--- src/rtl/usb_cmd_rx.sv ---
// usb_cmd_rx: reads 16-bit words from a USB slave FIFO OUT endpoint and
// decodes framed commands (header, cmd, param high, param low, checksum).
// A fetch FSM strobes one word every two cycles when granted, and a
// parser FSM assembles frames with an inter-word idle timeout.
module usb_cmd_rx #(
  parameter logic [15:0] HEADER  = 16'hA55A,
  parameter int          TIMEOUT = 1000
) (
  input  logic        i_clk,
  input  logic        i_rst_n,
  input  logic        i_grant,
  input  logic        i_flagc,
  input  logic [15:0] i_data,
  output logic [1:0]  o_fifoadr,
  output logic        o_sloe,
  output logic        o_slrd,
  output logic        o_busy,
  output logic        o_cmd_come,
  output logic [7:0]  o_cmd,
  output logic [31:0] o_cmd_param,
  output logic        o_err
);

  localparam int            CW    = $clog2(TIMEOUT + 1);
  localparam logic [CW-1:0] TLAST = CW'(TIMEOUT - 1);

  typedef enum logic {
    F_IDLE,
    F_RD
  } fetch_t;

  typedef enum logic [2:0] {
    P_HDR,
    P_CMD,
    P_PH,
    P_PL,
    P_SUM
  } parse_t;

  fetch_t        r_fstate;
  fetch_t        w_fNext;
  parse_t        r_pstate;
  parse_t        w_pNext;
  logic [CW-1:0] r_tcnt;
  logic [15:0]   r_w1;
  logic [15:0]   r_ph;
  logic [15:0]   r_pl;
  logic [7:0]    r_cmd;
  logic [31:0]   r_param;
  logic          r_cmdCome;
  logic          r_err;
  logic          w_accept;
  logic          w_timeout;
  logic          w_load;
  logic          w_errSet;
  logic [15:0]   w_sum;

  // A word is accepted at the edge that closes the single read-strobe cycle.
  assign w_accept    = (r_fstate == F_RD);
  assign w_sum       = r_w1 ^ r_ph ^ r_pl;
  assign w_timeout   = (r_pstate != P_HDR) && (r_tcnt == TLAST);

  assign o_fifoadr   = 2'b00;
  assign o_sloe      = ~w_accept;
  assign o_slrd      = ~w_accept;
  assign o_busy      = (r_pstate != P_HDR) || (r_fstate == F_RD);
  assign o_cmd_come  = r_cmdCome;
  assign o_err       = r_err;
  assign o_cmd       = r_cmd;
  assign o_cmd_param = r_param;

  // Fetch state register.
  always_ff @(posedge i_clk or negedge i_rst_n) begin
    if (!i_rst_n) begin
      r_fstate <= F_IDLE;
    end else begin
      r_fstate <= w_fNext;
    end
  end

  // Fetch next state: start a read when granted with data available; a read
  // always completes in one cycle regardless of grant/flag changes.
  always_comb begin
    w_fNext = r_fstate;
    case (r_fstate)
      F_IDLE:  if (i_grant && i_flagc) w_fNext = F_RD;
      F_RD:    w_fNext = F_IDLE;
      default: w_fNext = F_IDLE;
    endcase
  end

  // Parser state register.
  always_ff @(posedge i_clk or negedge i_rst_n) begin
    if (!i_rst_n) begin
      r_pstate <= P_HDR;
    end else begin
      r_pstate <= w_pNext;
    end
  end

  // Parser next state and result strobes; an accepted word takes priority
  // over a timeout landing in the same cycle.
  always_comb begin
    w_pNext  = r_pstate;
    w_load   = 1'b0;
    w_errSet = 1'b0;
    if (w_accept) begin
      case (r_pstate)
        P_HDR:   if (i_data == HEADER) w_pNext = P_CMD;
        P_CMD:   w_pNext = P_PH;
        P_PH:    w_pNext = P_PL;
        P_PL:    w_pNext = P_SUM;
        P_SUM: begin
          w_pNext = P_HDR;
          if (i_data == w_sum) begin
            w_load = 1'b1;
          end else begin
            w_errSet = 1'b1;
          end
        end
        default: w_pNext = P_HDR;
      endcase
    end else if (w_timeout) begin
      w_pNext  = P_HDR;
      w_errSet = 1'b1;
    end
  end

  // Inter-word idle counter; only runs while a frame is partially received.
  always_ff @(posedge i_clk or negedge i_rst_n) begin
    if (!i_rst_n) begin
      r_tcnt <= '0;
    end else if (w_accept || (r_pstate == P_HDR) || w_timeout) begin
      r_tcnt <= '0;
    end else begin
      r_tcnt <= r_tcnt + 1'b1;
    end
  end

  // Capture frame body words as they arrive.
  always_ff @(posedge i_clk or negedge i_rst_n) begin
    if (!i_rst_n) begin
      r_w1 <= '0;
      r_ph <= '0;
      r_pl <= '0;
    end else if (w_accept) begin
      case (r_pstate)
        P_CMD:   r_w1 <= i_data;
        P_PH:    r_ph <= i_data;
        P_PL:    r_pl <= i_data;
        default: ;
      endcase
    end
  end

  // Publish a validated command and drive the one-cycle result pulses.
  always_ff @(posedge i_clk or negedge i_rst_n) begin
    if (!i_rst_n) begin
      r_cmd     <= '0;
      r_param   <= '0;
      r_cmdCome <= 1'b0;
      r_err     <= 1'b0;
    end else begin
      r_cmdCome <= w_load;
      r_err     <= w_errSet;
      if (w_load) begin
        r_cmd   <= r_w1[7:0];
        r_param <= {r_ph, r_pl};
      end
    end
  end

endmodule

--- config.mk ---
export PLATFORM = sky130hd
export DESIGN_NAME = usb_cmd_rx
export DESIGN_NICKNAME = d
export VERILOG_FILES = /design/src/rtl/usb_cmd_rx.sv
export SDC_FILE = /design/constraint.sdc
export NUM_CORES = 1
export LEC_CHECK = 0
export ABC_CLOCK_PERIOD_IN_PS = 3000
export CAP_MARGIN = 20
export CORE_ASPECT_RATIO = 1.5
export CORE_MARGIN = 3
export CORE_UTILIZATION = 40
export DETAILED_ROUTE_END_ITERATION = 12
export DONT_BUFFER_PORTS = 1
export GPL_ROUTABILITY_DRIVEN = 0
export PLACE_DENSITY = 0.54
export SYNTH_ARGS = -nofsm -noshare
export SYNTH_HDL_FRONTEND = slang
export SYNTH_SLANG_ARGS = --single-unit
--- constraint.sdc ---
create_clock -name i_clk -period 3 [get_ports i_clk]
set_clock_uncertainty 0.05 [all_clocks]
set_input_delay 0.3 -clock i_clk [delete_from_list [all_inputs] [get_ports i_clk]]
set_output_delay 0.3 -clock i_clk [all_outputs]
set_load 0.1 [all_outputs]
# Word level (Yosys, flattened, before mapping)
# Cells that the tools add are included.
# op_classes
n_addsub,1
eq_ne,8
muxes,14
bitwise,3
reduce_logical,12
# op_table
cell,count
$xor 16x16->16,2
$eq 16x16->1,1
$eq 16x16->1 const B,1
$pmux 3 s4,1
$add 10x1->10 const B,1
$eq 10x10->1 const B,1
$mux 10,1
$mux 3,3
$mux 1,8
$reduce_and 2->1,4
$eq 3x2->1 const B,2
$eq 3x1->1 const B,1
$eq 3x3->1 const B,1
$logic_not 3->1,1
$logic_or 1x1->1,3
$ne 3x3->1 const B,1
$reduce_bool 3->1,1
$logic_and 1x1->1,2
$pmux 1 s2,1
$reduce_bool 2->1,1
$not 1->1,1
# totals
register_bits,104
in_bits,20
output_inout_bits,47
wordCells,48

# Logic depth before layout (Yosys ltp)
# logic_depth
word_depth,6
ltp_mapped,8
depth_no_buf,7

# Worst setup path after synthesis
# Ideal clock, no wire load.
# synth_path
kind,reg-to-output
from,register r_fstate
to,output port o_busy
t_arrival_ns,1.868
required_time_ns,2.650
setup_slack_ns,0.782
path_stages_with_launch,3
n_path_buf,0
path_cell_list,dfrtp_1 inv_1 nand2_1
# synth_between
elab_chain_len,1
# synth_rtl
item,line_no,text
from (decl),40,fetch_t r_fstate;
from (signal assigned),77,r_fstate <= w_fNext;
$logic_or 1x1->1,66,assign o_busy = (r_pstate != P_HDR) || (r_fstate == F_RD);
to (decl),17,"output logic o_busy,"
# No other way between the ends.

# Final worst setup path
# layout_path
from,register r_w1[5]
to,register r_param[11] (netlist: o_cmd_param[11])
# layout_between
elab_chain_len,6
# layout_rtl
item,line_no,text
from (decl),45,logic [15:0] r_w1;
from (signal assigned),148,P_CMD: r_w1 <= i_data;
$xor 16x16->16 (2 in a row),60,assign w_sum = r_w1 ^ r_ph ^ r_pl;
$eq 16x16->1,115,if (i_data == w_sum) begin
$mux 1,115,
$mux 1,108,case (r_pstate)
$mux 1,107,if (w_accept) begin
to (signal assigned),168,"r_param <= {r_ph, r_pl};"
to (decl),49,logic [31:0] r_param;
# No other way between the ends.
# A chain may end at the register's enable or synchronous reset.

==> metrics.md <==
| Metric | Value |
|---|---|
| Critical Path Fanout Max | 38 |
| Comb pwr share | 27.3% |
| CP max-delay cell | dfrtp_1 |
| Register-to-register setup slack | 530 ps |
| Post-Route WL | 8.52 mm |
| DRT antenna net count | 0 |
| DRC Markers | 0 |
| CTS Buf Count | 9 |
| Mux share of post-synthesis cell area | 24.1% |
| Worst skew pair latency | 330 ps |
| Final hold vios | 0 |
| Distinct cells, synth | 31 |
| Period Utilization, post-route | 82.4% |
| Switch Pwr | 1.29 mW |
| Seq cells post-synth | 104 |
| Number of sinks on the clock net | 104 |
| # Max-Cap Violations | 0 |
| Reg2Reg Launch Point | r_w1[5] |
| Post-synth EDFFs | 0 |
| Xor/xnor share of the synthesized area | 10.4% |
| Seq pwr share | 47.3% |
| Largest net degree at the start of global routing | 105 |
| Top delay family on crit path | simple AND/OR/NAND/NOR gates |
| Endpoint class of the critical path | flop |
| Num rows | 48 |
| H-tree depth | 3 |
| Fin Setup TNS | 0 ps |
| Clock power frac | 25.4% |
| CP Cell Sequence | xor2_1 -> xnor2_1 -> nor4_1 -> buf_4 -> nand4_1 -> or2_2 -> buf_12 -> mux2_4 |
| Register area | 0.00260 sq mm |
| Largest family of logic cells by synthesized area | multiplexers |
| Initial antenna violation count | 0 |
| Worst Setup EP | o_cmd_param[11] |
| Post-detail-place hpwl | 5.81 mm |
| I/O pin count | 67 |
| Layout cells sized above 1 | 34.5% |
| CTS tree | yes |
| Primary FF master, synth | dfrtp_1 |
| Syn. warnings | 0 |
| Unrepaired setup endpoints after global routing | no |
| Synth Area in Simple Gates | 6.18% |
| Register area share after synthesis | 55.2% |
| Relative slew slack | 34.3% |
| Via Count | 2382 |
| Synth area leaders | dfrtp_1 (55%), mux2_4 (12%), mux2_2 (12%) |
| Worst Setup Slack, final | 527 ps |
| Vias in the first global route | 2528 |
| Overflow after GRT | 0 |
| DR vias/cell | 4.90 |
| Starting DRT DRC Count | 63 |
| Int Power | 2.99 mW |
| Worst setup path startpoint | r_w1[5] |
| First-pass iteration count of the detailed router | 4 |
| Syn-to-layout area delta | 9.47% |
| PwrDens | 829 mW/mm^2 |
| Nets@finish | 353 |
| Fmax | 404 MHz |
| Total power | 4.28 mW |
| Die Wd | 94.7 um |
| Synth area leader | dfrtp_1 |
| CTS root buf | clkbuf_16 |
| Die area | 0.0132 sq mm |
| Leakage power | 2.45 nW |
| CTS max path bufs | 2 |
| VDD IR-drop max | 0.505 mV |
| Critical Path Max Stage Delay | 400 ps |
| First-pass GRT wire length | 14.1 mm |
| Switching Fraction | 30.1% |
| Status | finished clean |
| Reg2reg path depth | 8 |
| Arrival @ worst endpoint | 2640 ps |
| Worst Tran Pin Value | 986 ps |
| Drt wl/cell | 17.5 um |
| Top cell type's share of synthesized area | 55.2% |
| Resized cells post-CTS | 0 |
| Setup CP Type | reg -> reg |
| WP depth | 8 |
| Clock transition at path regs | 70 ps |
| Setup violators final | 0 |
| Synth Area in Adders | 0.265% |
| Syn Area/Cell | 14.5 sq um |
| Count of pins over their slew limit | 0 |
| Filler cell count | 1077 |
| Mapped Cells | 325 |
| Complex-gate fraction of the synthesized area | 0.610% |
| Area of the multi-input gates | 0.00197 sq mm |
| Die Y | 139 um |
| Initial Util | 40.9% |
| Reg-to-reg endpoint | o_cmd_param[11] |
| CP Launch Type | flop |
| PortBufs | 0 |
| FFs w/ async S/R, synth | 100% |
| Final min period | 2470 ps |
| Core area | 0.0115 sq mm |
| Buffer and inverter count on the worst path | 2 |
| Mapped cell area | 0.00472 sq mm |
| Setup WS pre-CTS | 491 ps |
| Worst EP required | 3170 ps |
| GR Util All Layers | 14.0% |
| Worst Hold Class | in -> reg |
| Post-layout util | 44.8% |
| Commonest non-fill, non-tap cell in the layout | dfrtp_1 |
| Inserted Diodes | 0 |
| Most frequent cells in the layout | dfrtp_1 (104), mux2_2 (49), mux2_4 (39) |
==> routing by layer <==
metal	global-route usage, %	vias up	wire [um]
met2	22.6	36	4280
met5	0	-	0
met1	17.3	1211	3690
li1	-	1127	-
met3	4.51	8	416
met4	5.25	0	138
==> flip-flops by register name, summed over array words and instances (netlist names), 3 cells and up <==
| name | flops |
|---|---|
| o_cmd_param | 32 |
| r_ph | 16 |
| r_pl | 16 |
| r_w1 | 16 |
| r_tcnt | 10 |
| o_cmd | 8 |
| r_pstate | 3 |
==> cell type report <==
| cell class | instances | share of cell area [%] |
|---|---|---|
| clock buffer | 11 | 4.89 |
| clock inverter | 4 | 0.388 |
| inverter | 3 | 0.218 |
| multi-input combinational | 204 | 38.1 |
| sequential | 104 | 50.4 |
| tap | 150 | 3.63 |
| timing repair buffer | 10 | 2.37 |
==> cells in the mapped netlist, types with 2 or more instances <==
library cell / instances
nand3_1: 3
dfrtp_1: 104
nor4_1: 4
nor4bb_1: 2
mux2_2: 49
nand4_1: 2
nand4b_1: 2
buf_4: 3
and3_1: 5
o31ai_1: 2
clkbuf_1: 7
xnor2_1: 38
nor3_1: 2
xor2_1: 18
mux2_4: 39
buf_12: 4
inv_1: 3
nand2_1: 7
or3_1: 2
nand2b_1: 2
nor2_1: 17
==> worst min path at each step <==
stage | cells past startpoint | start | slack, ps | endpoint
finish | 1 | i_data[8] | 60 | r_pl[8]
detailed placement | 0 | i_rst_n | -40 | o_cmd_param[19]
floorplan | 0 | i_rst_n | -50 | o_cmd[0]
global placement | 0 | i_rst_n | -40 | o_cmd_param[19]
CTS | 1 | i_data[3] | 40 | r_pl[3]
global route | 1 | i_data[5] | 40 | r_pl[5]
==> metrics by stage <==
step	hold WS, ps	cells	cell area [sq um]
6_report	62.0	486	5160
5_1_grt	43.2	486	5160
4_1_cts	44.0	486	5160
3_5_place_dp	-43.2	469	4850
3_3_place_gp	-43.0	469	4850
2_1_floorplan	-45.6	326	4720
==> cells by family after synthesis <==
family | count (synthesis)
muxes | 88
adders and majority gates | 1
other | 1
AOI/OAI and AO/OA | 4
xor gates and xnor gates | 56
DFF | 104
buffers and inverters | 18
and+or+nand+nor | 53
==> power by group through the flow <==
stage	logic, mW	clock network, mW	registers (mW)
3_5_place_dp	1.15	0	2.06
5_1_grt	1.30	1.18	2.08
6_report	1.17	1.09	2.03
3_3_place_gp	1.15	0	2.05
4_1_cts	1.20	1.13	2.03
2_1_floorplan	0.994	0	1.97
==> repair_timing <==
| action | in CTS | in global routing |
|---|---|---|
| hold endpoints to repair | 104 | 0 |
| hold buffers | 2 | 0 |
| setup buffers | 0 | 0 |
Power figures use the tool's default switching activity.
